`src/rtl/sys_defs.sv`:
```
// Shared core-wide sizes and inter-stage bundles.
// Holds the FU-result and CDB broadcast entry types.
package sys_defs;

  localparam int NUM_FU  = 4;
  localparam int NUM_PR  = 64;
  localparam int NUM_CDB = 2;
  localparam int PR_W    = $clog2(NUM_PR);

  typedef struct packed {
    logic            done;
    logic [PR_W-1:0] T_idx;
    logic [63:0]     result;
  } FU_RESULT_ENTRY_t;

  typedef struct packed {
    logic            valid;
    logic [PR_W-1:0] T_idx;
    logic [63:0]     result;
  } CDB_ENTRY_t;

endpackage

```
`src/rtl/cdb_rr_pick.sv`:
```
// Rotating-priority picker: first NUM_CDB requesters
// from rr_ptr onward, k-th grant mapped to slot k.
module cdb_rr_pick #(
  parameter int NUM_FU  = 4,
  parameter int NUM_CDB = 2,
  localparam int IW = (NUM_FU > 1) ? $clog2(NUM_FU) : 1,
  localparam int CW = $clog2(NUM_CDB + 1)
) (
  input  logic [NUM_FU-1:0]           req,
  input  logic [IW-1:0]               rr_ptr,
  output logic [NUM_FU-1:0]           grant,
  output logic [NUM_CDB-1:0][IW-1:0]  slot_idx,
  output logic [NUM_CDB-1:0]          slot_vld,
  output logic [IW-1:0]               last_idx,
  output logic                        any_grant
);

  logic [IW-1:0] idx;
  logic [CW-1:0] cnt;

  always_comb begin
    grant    = '0;
    slot_idx = '0;
    slot_vld = '0;
    last_idx = rr_ptr;
    idx      = rr_ptr;
    cnt      = '0;
    for (int j = 0; j < NUM_FU; j++) begin
      if (req[idx] && (cnt < CW'(NUM_CDB))) begin
        grant[idx]    = 1'b1;
        slot_idx[cnt] = idx;
        slot_vld[cnt] = 1'b1;
        last_idx      = idx;
        cnt           = cnt + 1'b1;
      end
      // explicit wrap, NUM_FU need not be a power of two
      idx = (idx == IW'(NUM_FU - 1)) ? '0 : idx + 1'b1;
    end
    any_grant = |grant;
  end

endmodule

```
`src/rtl/cdb_complete_arbiter.sv`:
```
// Picks up to NUM_CDB completed FU results per cycle onto
// the CDB; hazards the rest and flags starvation.
module cdb_complete_arbiter
  import sys_defs::*;
#(
  parameter int NUM_FU       = sys_defs::NUM_FU,
  parameter int NUM_CDB      = sys_defs::NUM_CDB,
  parameter int PR_W         = sys_defs::PR_W,
  parameter int STARVE_LIMIT = 15
) (
  input  logic                           clock,
  input  logic                           reset,
  input  FU_RESULT_ENTRY_t [NUM_FU-1:0]  fu_result,
  input  logic                           cdb_ready,
  output logic [NUM_FU-1:0]              full_hazard,
  output logic [NUM_CDB-1:0]             cdb_valid,
  output logic [NUM_CDB-1:0][PR_W-1:0]   cdb_T_idx,
  output logic [NUM_CDB-1:0][63:0]       cdb_result,
  output logic                           starve_err
);

  localparam int IW = (NUM_FU > 1) ? $clog2(NUM_FU) : 1;
  localparam int SW = $clog2(STARVE_LIMIT + 1);

  logic [NUM_FU-1:0]          req;
  logic [NUM_FU-1:0]          req_m;
  logic [NUM_FU-1:0]          grant;
  logic [NUM_CDB-1:0][IW-1:0] slot_idx;
  logic [NUM_CDB-1:0]         slot_vld;
  logic [IW-1:0]              last_idx;
  logic                       any_grant;
  logic [IW-1:0]              rr_ptr;
  logic [NUM_FU-1:0][SW-1:0]  wait_cnt;
  logic [NUM_FU-1:0][SW-1:0]  wait_nxt;
  logic                       starve_hit;
  CDB_ENTRY_t [NUM_CDB-1:0]   cdb_q;

  always_comb begin
    for (int i = 0; i < NUM_FU; i++)
      req[i] = fu_result[i].done;
  end

  assign req_m = (reset && cdb_ready) ? req : '0;

  cdb_rr_pick #(
    .NUM_FU  (NUM_FU),
    .NUM_CDB (NUM_CDB)
  ) u_pick (
    .req       (req_m),
    .rr_ptr    (rr_ptr),
    .grant     (grant),
    .slot_idx  (slot_idx),
    .slot_vld  (slot_vld),
    .last_idx  (last_idx),
    .any_grant (any_grant)
  );

  assign full_hazard = reset ? (req & ~grant) : '0;

  always_comb begin
    starve_hit = 1'b0;
    for (int i = 0; i < NUM_FU; i++) begin
      wait_nxt[i] = '0;
      if (req[i] && !grant[i])
        wait_nxt[i] = (wait_cnt[i] == SW'(STARVE_LIMIT)) ?
                      wait_cnt[i] : wait_cnt[i] + 1'b1;
      if (wait_nxt[i] == SW'(STARVE_LIMIT))
        starve_hit = 1'b1;
    end
  end

  always_ff @(posedge clock) begin
    if (!reset) begin
      cdb_q      <= '0;
      rr_ptr     <= '0;
      wait_cnt   <= '0;
      starve_err <= 1'b0;
    end else begin
      for (int k = 0; k < NUM_CDB; k++) begin
        cdb_q[k].valid <= slot_vld[k];
        if (slot_vld[k]) begin
          cdb_q[k].T_idx  <= fu_result[slot_idx[k]].T_idx;
          cdb_q[k].result <= fu_result[slot_idx[k]].result;
        end
      end
      if (any_grant)
        rr_ptr <= (last_idx == IW'(NUM_FU - 1)) ?
                  '0 : last_idx + 1'b1;
      wait_cnt   <= wait_nxt;
      starve_err <= starve_err | starve_hit;
    end
  end

  always_comb begin
    for (int k = 0; k < NUM_CDB; k++) begin
      cdb_valid[k]  = cdb_q[k].valid;
      cdb_T_idx[k]  = PR_W'(cdb_q[k].T_idx);
      cdb_result[k] = cdb_q[k].result;
    end
  end

endmodule
```
`config.mk`:
```
export PLATFORM = sky130hd
export DESIGN_NAME = cdb_complete_arbiter
export DESIGN_NICKNAME = d
export VERILOG_FILES = /design/src/rtl/sys_defs.sv /design/src/rtl/cdb_rr_pick.sv /design/src/rtl/cdb_complete_arbiter.sv
export SDC_FILE = /design/constraint.sdc
export NUM_CORES = 1
export LEC_CHECK = 0
export CAP_MARGIN = 20
export CORE_AREA = 2 2 169 171
export CTS_BUF_LIST = sky130_fd_sc_hd__clkbuf_8
export DETAILED_ROUTE_END_ITERATION = 7
export DIE_AREA = 0 0 171 173
export PLACE_DENSITY_LB_ADDON = 0.12
export SLEW_MARGIN = 20
export SYNTH_ARGS = -nofsm -noshare
export SYNTH_HDL_FRONTEND = slang
export SYNTH_SLANG_ARGS = --single-unit
export TNS_END_PERCENT = 30
```
`constraint.sdc`:
```
create_clock -name clock -period 5.7 [get_ports clock]
set_input_delay 0.855 -clock clock [delete_from_list [all_inputs] [get_ports clock]]
set_output_delay 0.855 -clock clock [all_outputs]
set_load 0.02 [all_outputs]
```
# Yosys cells after proc, flatten, opt, wreduce, memory -nomap -nowiden
# Index checks and enable logic that the tools add are counted.
# word_totals
reg_bits	161
latch_bits	0
mem_bits_rw	0
mem_bits_ro	0
inputBits	287
out_inout_bits	147
word_cells	153
memories	0
# op_classes
add_sub_neg	10
n_mul	0
n_div	0
n_lt_le_gt_ge	19
n_eq_ne	12
n_shift	0
n_mux	71
n_bitwise	9
n_reduce_logical	20
# op_table
cell	n
$bmux 71 s2	2
$mux 70	2
$mux 4	17
$eq 4x4->1 const B	8
$mux 2	16
$lt 2x3->1 const B	6
$mux 1	17
$add 4x1->4 const B	4
$logic_and 1x1->1	15
$bwmux 4	3
$ge 2x1->1 const B	6
$or 4x4->4	3
$add 2x1->2 const B	5
$bmux 1 s2	4
$demux 1 s2	4
$eq 2x2->1 const B	4
$lt 2x2->1 const B	4
$demux 2 s1	3
$and 4x4->4	1
$logic_not 1->1	4
$lt 1x2->1 const B	2
$not 4->4	1
$or 2x2->2	2
$reduce_or 4->1	1
5 further kinds	7

# Logic depth before layout (Yosys ltp)
# Gate-level depths: netlist of run 1.
# depth
word_depth	23
depth_mapped	20
depth_no_buf	13

# Hierarchy
# Synthesis of run 1 repeated with hierarchy kept, for this count alone.
# unflattened
cells_unflattened	832
hier_area_um2	10186.0
# by_module_without_submodules
module	instances	cells_per_inst	area_each_um2	seq_area_each_um2
cdb_complete_arbiter	1	746	9510.4	3223.1
cdb_rr_pick	1	86	675.6	0.0

# Worst setup path after synthesis of run 1
# OpenSTA, ideal clock, no wires.
# synth_path
kind	register -> register
startpoint	register rr_ptr[0]
endpoint	register cdb_q (netlist bit cdb_result[44])
setup_time_ns	0.154
t_arrival_ns	4.342
required_time_ns	5.546
setup_slack_ns	1.204
stages_incl_launch_ff	20
n_path_buf	6
period_less_slack_ns	4.496
path_cell_list	dfxtp_1 > buf_2 > inv_1 > ha_1 > buf_6 > mux2i_2 > mux2i_1 > and2_1 > buf_2 > ha_1 > and3b_1 > clkbuf_1 > nand2_1 > or4_4 > a21o_1 > a221oi_4 > buf_8 > buf_6 > mux2i_1 > a221oi_2
# synth_between
elab_chain_len	17
word_cells_on_any_way	65
classes_between	5 x add/sub; 9 x order compare; 3 x eq/ne; 39 x mux; 3 x bitwise; 6 x reduce/logical
# synth_lines
item	line	source
start, declared	cdb_complete_arbiter.sv:32	logic [IW-1:0] rr_ptr;
start signal, assigned	cdb_complete_arbiter.sv:87	rr_ptr <= (last_idx == IW'(NUM_FU - 1)) ?
$add 2x1->2 (tied with other cells)	cdb_rr_pick.sv:37	idx = (idx == IW'(NUM_FU - 1)) ? '0 : idx + 1'b1;
$mux 2 or $mux 1 (tied branches)	cdb_rr_pick.sv:37, cdb_rr_pick.sv:29	
$bmux 1 s2 or $mux 1 (tied branches)	cdb_rr_pick.sv:29	if (req[idx] && (cnt < CW'(NUM_CDB))) begin
$mux 1 (not written as such) or $lt 1x2->1 (tied branches)	cdb_rr_pick.sv:29, cdb_rr_pick.sv:31, cdb_rr_pick.sv:32	
$logic_and 1x1->1	cdb_rr_pick.sv:29	
$mux 2	cdb_rr_pick.sv:29	
$lt 2x2->1	cdb_rr_pick.sv:29, cdb_rr_pick.sv:31, cdb_rr_pick.sv:32	
$logic_and 1x1->1	cdb_rr_pick.sv:29	
$mux 2	cdb_rr_pick.sv:29	
$ge 2x1->1 (not written as such) or $lt 2x2->1 (tied branches)	cdb_rr_pick.sv:31, cdb_rr_pick.sv:32, cdb_rr_pick.sv:29	
$logic_and 1x1->1 (not written as such)	cdb_rr_pick.sv:31, cdb_rr_pick.sv:32	
$mux 2 (not written as such)	cdb_rr_pick.sv:31	slot_idx[cnt] = idx;
$demux 2 s1	-	
$bwmux 4	cdb_rr_pick.sv:31	
$mux 4	cdb_rr_pick.sv:29	
$bmux 71 s2	cdb_complete_arbiter.sv:83	cdb_q[k].result <= fu_result[slot_idx[k]].result;
$mux 70 (not written as such)	cdb_complete_arbiter.sv:83	
end, declared	cdb_complete_arbiter.sv:36	CDB_ENTRY_t [NUM_CDB-1:0] cdb_q;
# Parallel ways exist; a longest one is shown, timed or not. The select of a mux whose other input is x is not followed.
# A chain may end at the register's enable or synchronous reset.

# Worst setup path in the final report of run 1
# layout_path
startpoint	register rr_ptr[1]
endpoint	output full_hazard[1]
# layout_between
elab_chain_len	15
word_cells_on_any_way	58
classes_between	5 x add/sub; 11 x order compare; 3 x eq/ne; 27 x mux; 5 x bitwise; 7 x reduce/logical
# layout_lines
item	line	source
$add 2x1->2 (tied with other cells)	cdb_rr_pick.sv:37	
$mux 2 or $mux 1 (tied branches)	cdb_rr_pick.sv:37, cdb_rr_pick.sv:29	
$add 2x1->2 (tied with other cells)	cdb_rr_pick.sv:37	
$mux 2 (tied with other cells)	cdb_rr_pick.sv:37	
$add 2x1->2 (tied with other cells)	cdb_rr_pick.sv:37	
$mux 2 (tied with other cells)	cdb_rr_pick.sv:37	
$lt 2x3->1 (not written as such) (tied with other cells)	cdb_rr_pick.sv:30	grant[idx] = 1'b1;
$logic_and 1x1->1 (not written as such) (tied with other cells)	cdb_rr_pick.sv:30	
$mux 1 (not written as such) (tied with other cells)	cdb_rr_pick.sv:30	
$demux 1 s2 (tied with other cells)	-	
$or 4x4->4 (no source line) or $logic_and 1x1->1 (tied branches)	-	
$mux 4 *	cdb_rr_pick.sv:29	
$not 4->4 *	cdb_complete_arbiter.sv:58	assign full_hazard = reset ? (req & ~grant) : '0;
$and 4x4->4 *	cdb_complete_arbiter.sv:58	
$mux 4 *	cdb_complete_arbiter.sv:58	
end, declared	cdb_complete_arbiter.sv:15	output logic [NUM_FU-1:0] full_hazard,
# Mark *: on every way between the ends. The rest lies on a longest branch, timed or not. The select of a mux whose other input is x is not followed.

==> out/results.txt, run 1 <==
result of the run = finished, final reports clean
worst slack after detailed placement = 0.356 ns
initial antenna violation count = 7
Total Neg Setup Slack = 0 ns
delay of the slowest cell on the worst path = 0.60 ns
CP delay by family, top = simple AND/OR/NAND/NOR gates
Max Transition Viols Final = 0
IO buf count = 433
total area of multi-input combinational cells = 6580 µm²
pin count of the biggest net entering global routing = 80
largest fanout on the critical path = 8
Starting Density = 37.3%
wire length of the first global-routing pass = 60900 µm
clock tree from TritonCTS = yes
Cells after Synth = 1034
most frequent standard cell in the layout excluding fill and tap cells = sky130_fd_sc_hd__clkdlybuf4s50_1
all-layer global routing usage = 26.6%
Max Freq = 187 MHz
Vias = 10200
post-layout power = 6490 µW
type of the worst setup path = reg2out
count of flip-flops with a built-in enable after synthesis = 0
unrepaired setup endpoints after global routing = no
biggest area contributors in the synthesized netlist = sky130_fd_sc_hd__dfxtp_1, sky130_fd_sc_hd__mux2i_1, sky130_fd_sc_hd__a221oi_2
Filler Cell Count = 2539
clock transition time at the flip-flop clock pins of the worst setup and hold paths = 0.10 ns
share of flip-flops with an asynchronous set or reset after synthesis = 0%
library cell appearing most often on the critical path = sky130_fd_sc_hd__inv_1
worst min-delay path class = reg2reg
residual DRC count = 0
switching power share of the total = 43.0%
Worst Setup Slack, final = 0.339 ns
half-perimeter wire length after detailed placement = 29000 µm
Comb power frac = 58.9%
mean routed wirelength per cell = 22.2 µm
Yosys top cell by area = sky130_fd_sc_hd__dfxtp_1
sw power = 2790 µW
die height = 173 µm
data required time of the critical path = 4.85 ns
number of hold violations in the final report = 0
DR pass1 iterations = 5
vias in the first global route = 10300
ys flop type = sky130_fd_sc_hd__dfxtp_1
num ports = 434
Clock Skew = 0.0173 ns
global placement routability congestion = 0.853
H-tree levels = 4
buffer count from post-CTS setup fixing = 0
Syn Area/Cell = 9.97 µm²
worst max-slew margin expressed relative to the limit = 45.4%
power density relative to cell area = 419 nW/µm²
total standard cell area after synthesis = 10300 µm²
sequential cell area = 3220 µm²
Arrival @ worst endpoint = 4.51 ns
violation count after the first detailed-route iteration = 464
post-route minimum period = 5.36 ns
max-capacitance violation count = 0
net total in the final layout = 1724
proportion of synthesized chip area in sequential cells = 31.3%
total of warnings raised by yosys = 0
Synth-to-Final Area Change = 50.3%
source-to-sink clock delay at the later pin of the worst-skew pair = 0.47 ns
total wirelength of the detailed-routed design = 40400 µm
final setup vio count = 0
Yosys cell types = 63
Cell Chain, Critical Path = inv_1 -> ha_2 -> mux2i_2 -> mux2i_1 -> and2_1 -> ha_1 -> nand3b_1 -> nor2_2 -> a21oi_2 -> a211oi_1 -> nand2_1 -> inv_1 -> clkdlybuf4s50_1
share of total power in the clock network = 15.4%
relative contribution of sequential cells to total power = 25.7%
IR Drop Worst-Case VDD = 260 µV
startpoint class of the critical path = register
number of placement rows = 61
transition time at the pin with the least slew margin = 0.818 ns
ratio of routed vias to standard cells = 5.60
number of synthesized register bits = 161
horizontal extent of the die = 171 µm
area fraction of the dominant cell type after synthesis = 31.3%
floorplan die area = 29600 µm²
clock root buffer master = sky130_fd_sc_hd__clkbuf_8
number of sinks driven by the clock tree = 161
Worst setup EP type = output pin
fraction of final layout cells with drive strength greater than 1 = 11.0%
Routed Antenna Nets = 0
Syn Nets = 1333
share of the cycle needed by the critical path after routing = 94.1%
leakage power figure = 0.00623 µW
most used cells in the layout excluding fill and tap cells = sky130_fd_sc_hd__clkdlybuf4s50_1, sky130_fd_sc_hd__mux2i_1, sky130_fd_sc_hd__dfxtp_1
maximum buffer depth of the clock tree = 2
internal portion of total power = 3700 µW
aggregate global routing overflow = 0
clock buffer count from CTS = 17
core area = 27600 µm²
Slowest-stage cell, CP = sky130_fd_sc_hd__clkdlybuf4s50_1
Worst Path Buf+Inv = 3
[worst register-to-register path: stages, from the launching register on]
cell and delay, ns:
sky130_fd_sc_hd__dfxtp_1 0.48, sky130_fd_sc_hd__inv_1 0.14, sky130_fd_sc_hd__ha_2 0.45, sky130_fd_sc_hd__mux2i_2 0.33, sky130_fd_sc_hd__mux2i_1 0.15, sky130_fd_sc_hd__and2_1 0.27
sky130_fd_sc_hd__ha_1 0.27, sky130_fd_sc_hd__and3b_1 0.24, sky130_fd_sc_hd__buf_4 0.17, sky130_fd_sc_hd__nand2_1 0.10, sky130_fd_sc_hd__or4_4 0.43, sky130_fd_sc_hd__a21o_1 0.24
sky130_fd_sc_hd__a221oi_4 0.33, sky130_fd_sc_hd__buf_12 0.40, sky130_fd_sc_hd__mux2i_1 0.42, sky130_fd_sc_hd__a221oi_2 0.29
[cell usage after synthesis, types with 5 or more instances]
library cell and number:
sky130_fd_sc_hd__and2_1 6, sky130_fd_sc_hd__buf_2 27, sky130_fd_sc_hd__nand3_1 12, sky130_fd_sc_hd__a21oi_1 77
sky130_fd_sc_hd__xnor2_1 6, sky130_fd_sc_hd__a31oi_1 6, sky130_fd_sc_hd__nand2_1 94, sky130_fd_sc_hd__a221oi_2 70
sky130_fd_sc_hd__mux2i_1 291, sky130_fd_sc_hd__dfxtp_1 161, sky130_fd_sc_hd__nor2_1 22, sky130_fd_sc_hd__buf_4 5
sky130_fd_sc_hd__o221ai_1 69, sky130_fd_sc_hd__inv_1 16, sky130_fd_sc_hd__a211oi_1 8, sky130_fd_sc_hd__nor3_1 14
sky130_fd_sc_hd__clkbuf_1 48, sky130_fd_sc_hd__ha_1 12, sky130_fd_sc_hd__o21ai_0 12, sky130_fd_sc_hd__buf_6 8
[power by group through the flow]
stage / logic (µW) / registers [µW] / clock network [µW]
3_5_place_dp: 3820 / 1680 / 0
2_1_floorplan: 2000 / 2050 / 0
4_1_cts: 3840 / 1660 / 1020
3_3_place_gp: 3820 / 1680 / 0
5_1_grt: 4060 / 1700 / 1060
6_report: 3820 / 1670 / 999
[registers in the layout, summed over array words and instances (netlist names)]
signal      cells
wait_cnt       16
starve_err      1
cdb_valid       2
cdb_T_idx      12
cdb_result    128
rr_ptr          2
[metal layers]
layer / vias up / track usage (%) / part of all wire [%] / wire length, µm
met3: 63 / 7.00 / 7.4 / 2990
met2: 393 / 45.2 / 49 / 19700
met4: 0 / 11.4 / 3.2 / 1290
met5: - / 0 / 0 / 0
li1: 4815 / - / - / -
met1: 4941 / 31.3 / 41 / 16400
[area by class of cell]
type | count | area share, %
multi-input cells | 764 | 42.5
repair buffers | 464 | 30.3
flip-flops and latches | 161 | 20.8
well taps | 378 | 3.05
clock buffers | 17 | 1.51
clock inverters | 14 | 1.32
inverters | 17 | 0.412
diodes | 7 | 0.113
[worst paths after layout]
kind / startpoint / endpoint / slack (ns) / depth (start not counted)
hold / removal: cdb_result[99] / cdb_result[99] / 0.47 / 2
setup reg to reg: rr_ptr[1] / cdb_T_idx[5] / 0.93 / 15
setup / recovery: rr_ptr[1] / full_hazard[1] / 0.34 / 13
hold reg to reg: cdb_result[99] / cdb_result[99] / 0.47 / 2
[cells by family after synthesis]
| group | count (synthesis) | share of synthesized area, % |
|---|---|---|
| AND/OR/NAND/NOR | 179 | 8.15 |
| adder cells (fa/ha/maj) | 12 | 1.46 |
| XOR/XNOR | 6 | 0.510 |
| multiplexers | 297 | 29.1 |
| AO/OA/AOI/OAI | 270 | 23.9 |
| buffers and inverters | 109 | 5.64 |
| flip-flops | 161 | 31.3 |
[what timing repair did]
action                                  in CTS  in global routing
hold buffers                                 0                  0
endpoints found under the setup margin       0                  4
resized for setup                            0                  6
[per-stage QoR]
step | cell area (µm²) | instances | utilization [%] | hold WS, ns
after global placement | 15000 | 1784 | 54.4 | 0.444
after CTS | 15500 | 1815 | 55.9 | 0.474
after global routing | 15500 | 1822 | 56.1 | 0.497
after detailed placement | 15000 | 1784 | 54.4 | 0.448
final | 15500 | 1822 | 56.1 | 0.470
after floorplan | 10300 | 1034 | - | 0.483
(Power assumes the default switching activity.)
==> run 2, diff against run 1 <==
--- a/config.mk
+++ b/config.mk
@@ -5,7 +5,7 @@
 export SDC_FILE = /design/constraint.sdc
 export NUM_CORES = 1
 export LEC_CHECK = 0
-export CAP_MARGIN = 20
+export CAP_MARGIN = 5
 export CORE_AREA = 2 2 169 171
 export CTS_BUF_LIST = sky130_fd_sc_hd__clkbuf_8
 export DETAILED_ROUTE_END_ITERATION = 7
==> results of run 2 <==
Same layout as run 1: the final DEF is identical, and so are final timing and power.
==> run 3, diff against run 2 <==
--- a/config.mk
+++ b/config.mk
@@ -6,13 +6,14 @@
 export NUM_CORES = 1
 export LEC_CHECK = 0
 export CAP_MARGIN = 5
-export CORE_AREA = 2 2 169 171
+export CORE_AREA = 2 2 170 172
 export CTS_BUF_LIST = sky130_fd_sc_hd__clkbuf_8
 export DETAILED_ROUTE_END_ITERATION = 7
-export DIE_AREA = 0 0 171 173
+export DIE_AREA = 0 0 172 174
 export PLACE_DENSITY_LB_ADDON = 0.12
 export SLEW_MARGIN = 20
 export SYNTH_ARGS = -nofsm -noshare
 export SYNTH_HDL_FRONTEND = slang
+export SYNTH_HIERARCHICAL = 1
 export SYNTH_SLANG_ARGS = --single-unit
 export TNS_END_PERCENT = 30
==> out/results.txt, run 3 <==
clock buffer count from CTS = 17
num ports = 434
Synth-to-Final Area Change = 49.1%
transition time at the pin with the least slew margin = 1.01 ns
residual DRC count = 0
startpoint class of the critical path = input port
number of sinks driven by the clock tree = 161
floorplan die area = 29900 µm²
data required time of the critical path = 4.85 ns
Worst setup EP type = output pin
clock root buffer master = sky130_fd_sc_hd__clkbuf_8
count of flip-flops with a built-in enable after synthesis = 0
Max Freq = 181 MHz
worst min-delay path class = reg2reg
ratio of routed vias to standard cells = 5.19
global placement routability congestion = 0.848
most frequent standard cell in the layout excluding fill and tap cells = sky130_fd_sc_hd__clkdlybuf4s50_1
number of placement rows = 62
number of hold violations in the final report = 0
clock tree from TritonCTS = yes
ys flop type = sky130_fd_sc_hd__dfxtp_1
post-route minimum period = 5.53 ns
max-capacitance violation count = 0
aggregate global routing overflow = 0
proportion of synthesized chip area in sequential cells = 31.6%
all-layer global routing usage = 22.8%
total area of multi-input combinational cells = 6390 µm²
H-tree levels = 4
number of synthesized register bits = 161
Yosys cell types = 54
Max Transition Viols Final = 0
most instantiated library cell after synthesis = sky130_fd_sc_hd__nor2_1
Starting Density = 36.1%
commonest cells in the synthesized netlist = sky130_fd_sc_hd__nor2_1, sky130_fd_sc_hd__dfxtp_1, sky130_fd_sc_hd__mux2i_1
Yosys top cell by area = sky130_fd_sc_hd__dfxtp_1
Syn Area/Cell = 12.2 µm²
maximum buffer depth of the clock tree = 2
clock transition time at the flip-flop clock pins of the worst setup and hold paths = 0.09 ns
Syn Nets = 1134
wire length of the first global-routing pass = 51000 µm
Clock Skew = 0.0178 ns
total wirelength of the detailed-routed design = 34600 µm
max FFs per register = 128
net total in the final layout = 1534
final cell utilization of the core = 53.8%
share of flip-flops with an asynchronous set or reset after synthesis = 0%
vias in the first global route = 8636
Total Neg Setup Slack = 0 ns
leakage power figure = 0.00541 µW
post-layout power = 8160 µW
Arrival @ worst endpoint = 4.67 ns
share of the cycle needed by the critical path after routing = 97.0%
violation count after the first detailed-route iteration = 430
worst max-slew margin expressed relative to the limit = 32.5%
IO buf count = 433
biggest area contributors in the synthesized netlist = sky130_fd_sc_hd__dfxtp_1, sky130_fd_sc_hd__mux4_2, sky130_fd_sc_hd__mux2i_1
unrepaired setup endpoints after global routing = no
die height = 174 µm
total of warnings raised by yosys = 6
horizontal extent of the die = 172 µm
pin count of the biggest net entering global routing = 89
Cells after Synth = 832
result of the run = finished, final reports clean
most used cells in the layout excluding fill and tap cells = sky130_fd_sc_hd__clkdlybuf4s50_1, sky130_fd_sc_hd__nor2_1, sky130_fd_sc_hd__dfxtp_1
mean routed wirelength per cell = 21.2 µm
half-perimeter wire length after detailed placement = 25600 µm
total standard cell area after synthesis = 10200 µm²
Filler Cell Count = 2485
sequential cell area = 3220 µm²
largest fanout on the critical path = 15
DR pass1 iterations = 4
source-to-sink clock delay at the later pin of the worst-skew pair = 0.47 ns
post-cts hold buffer count = 0
IR Drop Worst-Case VDD = 248 µV
final setup vio count = 0
power density relative to cell area = 537 nW/µm²
area fraction of the dominant cell type after synthesis = 31.6%
initial antenna violation count = 7
Vias = 8482
Routed Antenna Nets = 0
cell area after layout = 15200 µm²
type of the worst setup path = in2out
dpl cell area = 14800 µm²
fraction of final layout cells with drive strength greater than 1 = 16.5%
core area = 28200 µm²
[run 3: cell types whose count changed in the layout (fill, tap and decap cells not counted), sizes merged, moves of 5 or more]
cell,delta
nor2,+142
nor3,-9
nand2,-80
a21oi,-75
buf,-14
o21ai,-5
o221ai,-69
and2,-5
a221oi,-70
inv,-7
mux4,+140
mux2i,-136
[run 3: where the power goes]
group	switching, µW	internal (µW)
registers	238	1550
clock network	475	426
logic	2620	2850
total	3330	4830
[run 3: final timing paths]
path,cells past startpoint,start,to,slack (ns)
worst max-delay path,11,reset,full_hazard[1],0.17
worst min-delay path,2,cdb_result[100],cdb_result[100],0.50
worst max register to register,13,rr_ptr[1],cdb_result[119],1.00
worst min register to register,2,cdb_result[100],cdb_result[100],0.50
[run 3: layer usage]
| layer | global-route usage, % | share of wire, % | vias up |
|---|---|---|---|
| li1 | - | - | 3967 |
| met1 | 27.2 | 39 | 4133 |
| met2 | 39.0 | 49 | 338 |
| met3 | 6.88 | 8.8 | 42 |
| met4 | 7.67 | 2.7 | 2 |
| met5 | 0 | 0.038 | - |
[run 3: layout make-up]
type | instances | share of cell area (%)
clock inverters | 12 | 0.873
repair buffers | 451 | 30.4
clock buffers | 20 | 1.81
well taps | 384 | 3.16
multi-input cells | 587 | 42.1
flip-flops and latches | 161 | 21.2
diodes | 6 | 0.0988
inverters | 14 | 0.362
[run 3: repair_timing]
| item | in CTS | in global routing |
|---|---|---|
| resized for setup | 0 | 1 |
| setup endpoints to repair | 0 | 1 |
| buffers inserted | 0 | 0 |
[run 3: cells by family after synthesis]
| logic type | count (synthesis) | synth area share, % |
|---|---|---|
| XOR/XNOR | 7 | 0.602 |
| AO/OA/AOI/OAI | 42 | 3.35 |
| AND/OR/NAND/NOR | 225 | 9.57 |
| buffers and inverters | 84 | 6.38 |
| adder cells (fa/ha/maj) | 15 | 1.84 |
| flip-flops | 161 | 31.6 |
| multiplexers | 298 | 46.6 |
[run 3: worst max-delay path: stages]
cell and delay, ns:
sky130_fd_sc_hd__clkdlybuf4s50_1 0.57, sky130_fd_sc_hd__and3_1 0.29, sky130_fd_sc_hd__mux4_2 0.60, sky130_fd_sc_hd__ha_1 0.33, sky130_fd_sc_hd__a211oi_1 0.47, sky130_fd_sc_hd__a31o_2 0.38, sky130_fd_sc_hd__a221o_1 0.24, sky130_fd_sc_hd__nand2b_1 0.14
sky130_fd_sc_hd__or2_1 0.20, sky130_fd_sc_hd__inv_1 0.05, sky130_fd_sc_hd__clkdlybuf4s50_1 0.53
[run 3: through the flow]
step	hold WS [ns]	setup WS (ns)	instances
after floorplan	0.511	1.31	832
after global placement	0.472	0.297	1597
after detailed placement	0.477	0.236	1597
after CTS	0.502	0.217	1629
after global routing	0.522	0.0464	1635
final	0.496	0.173	1635
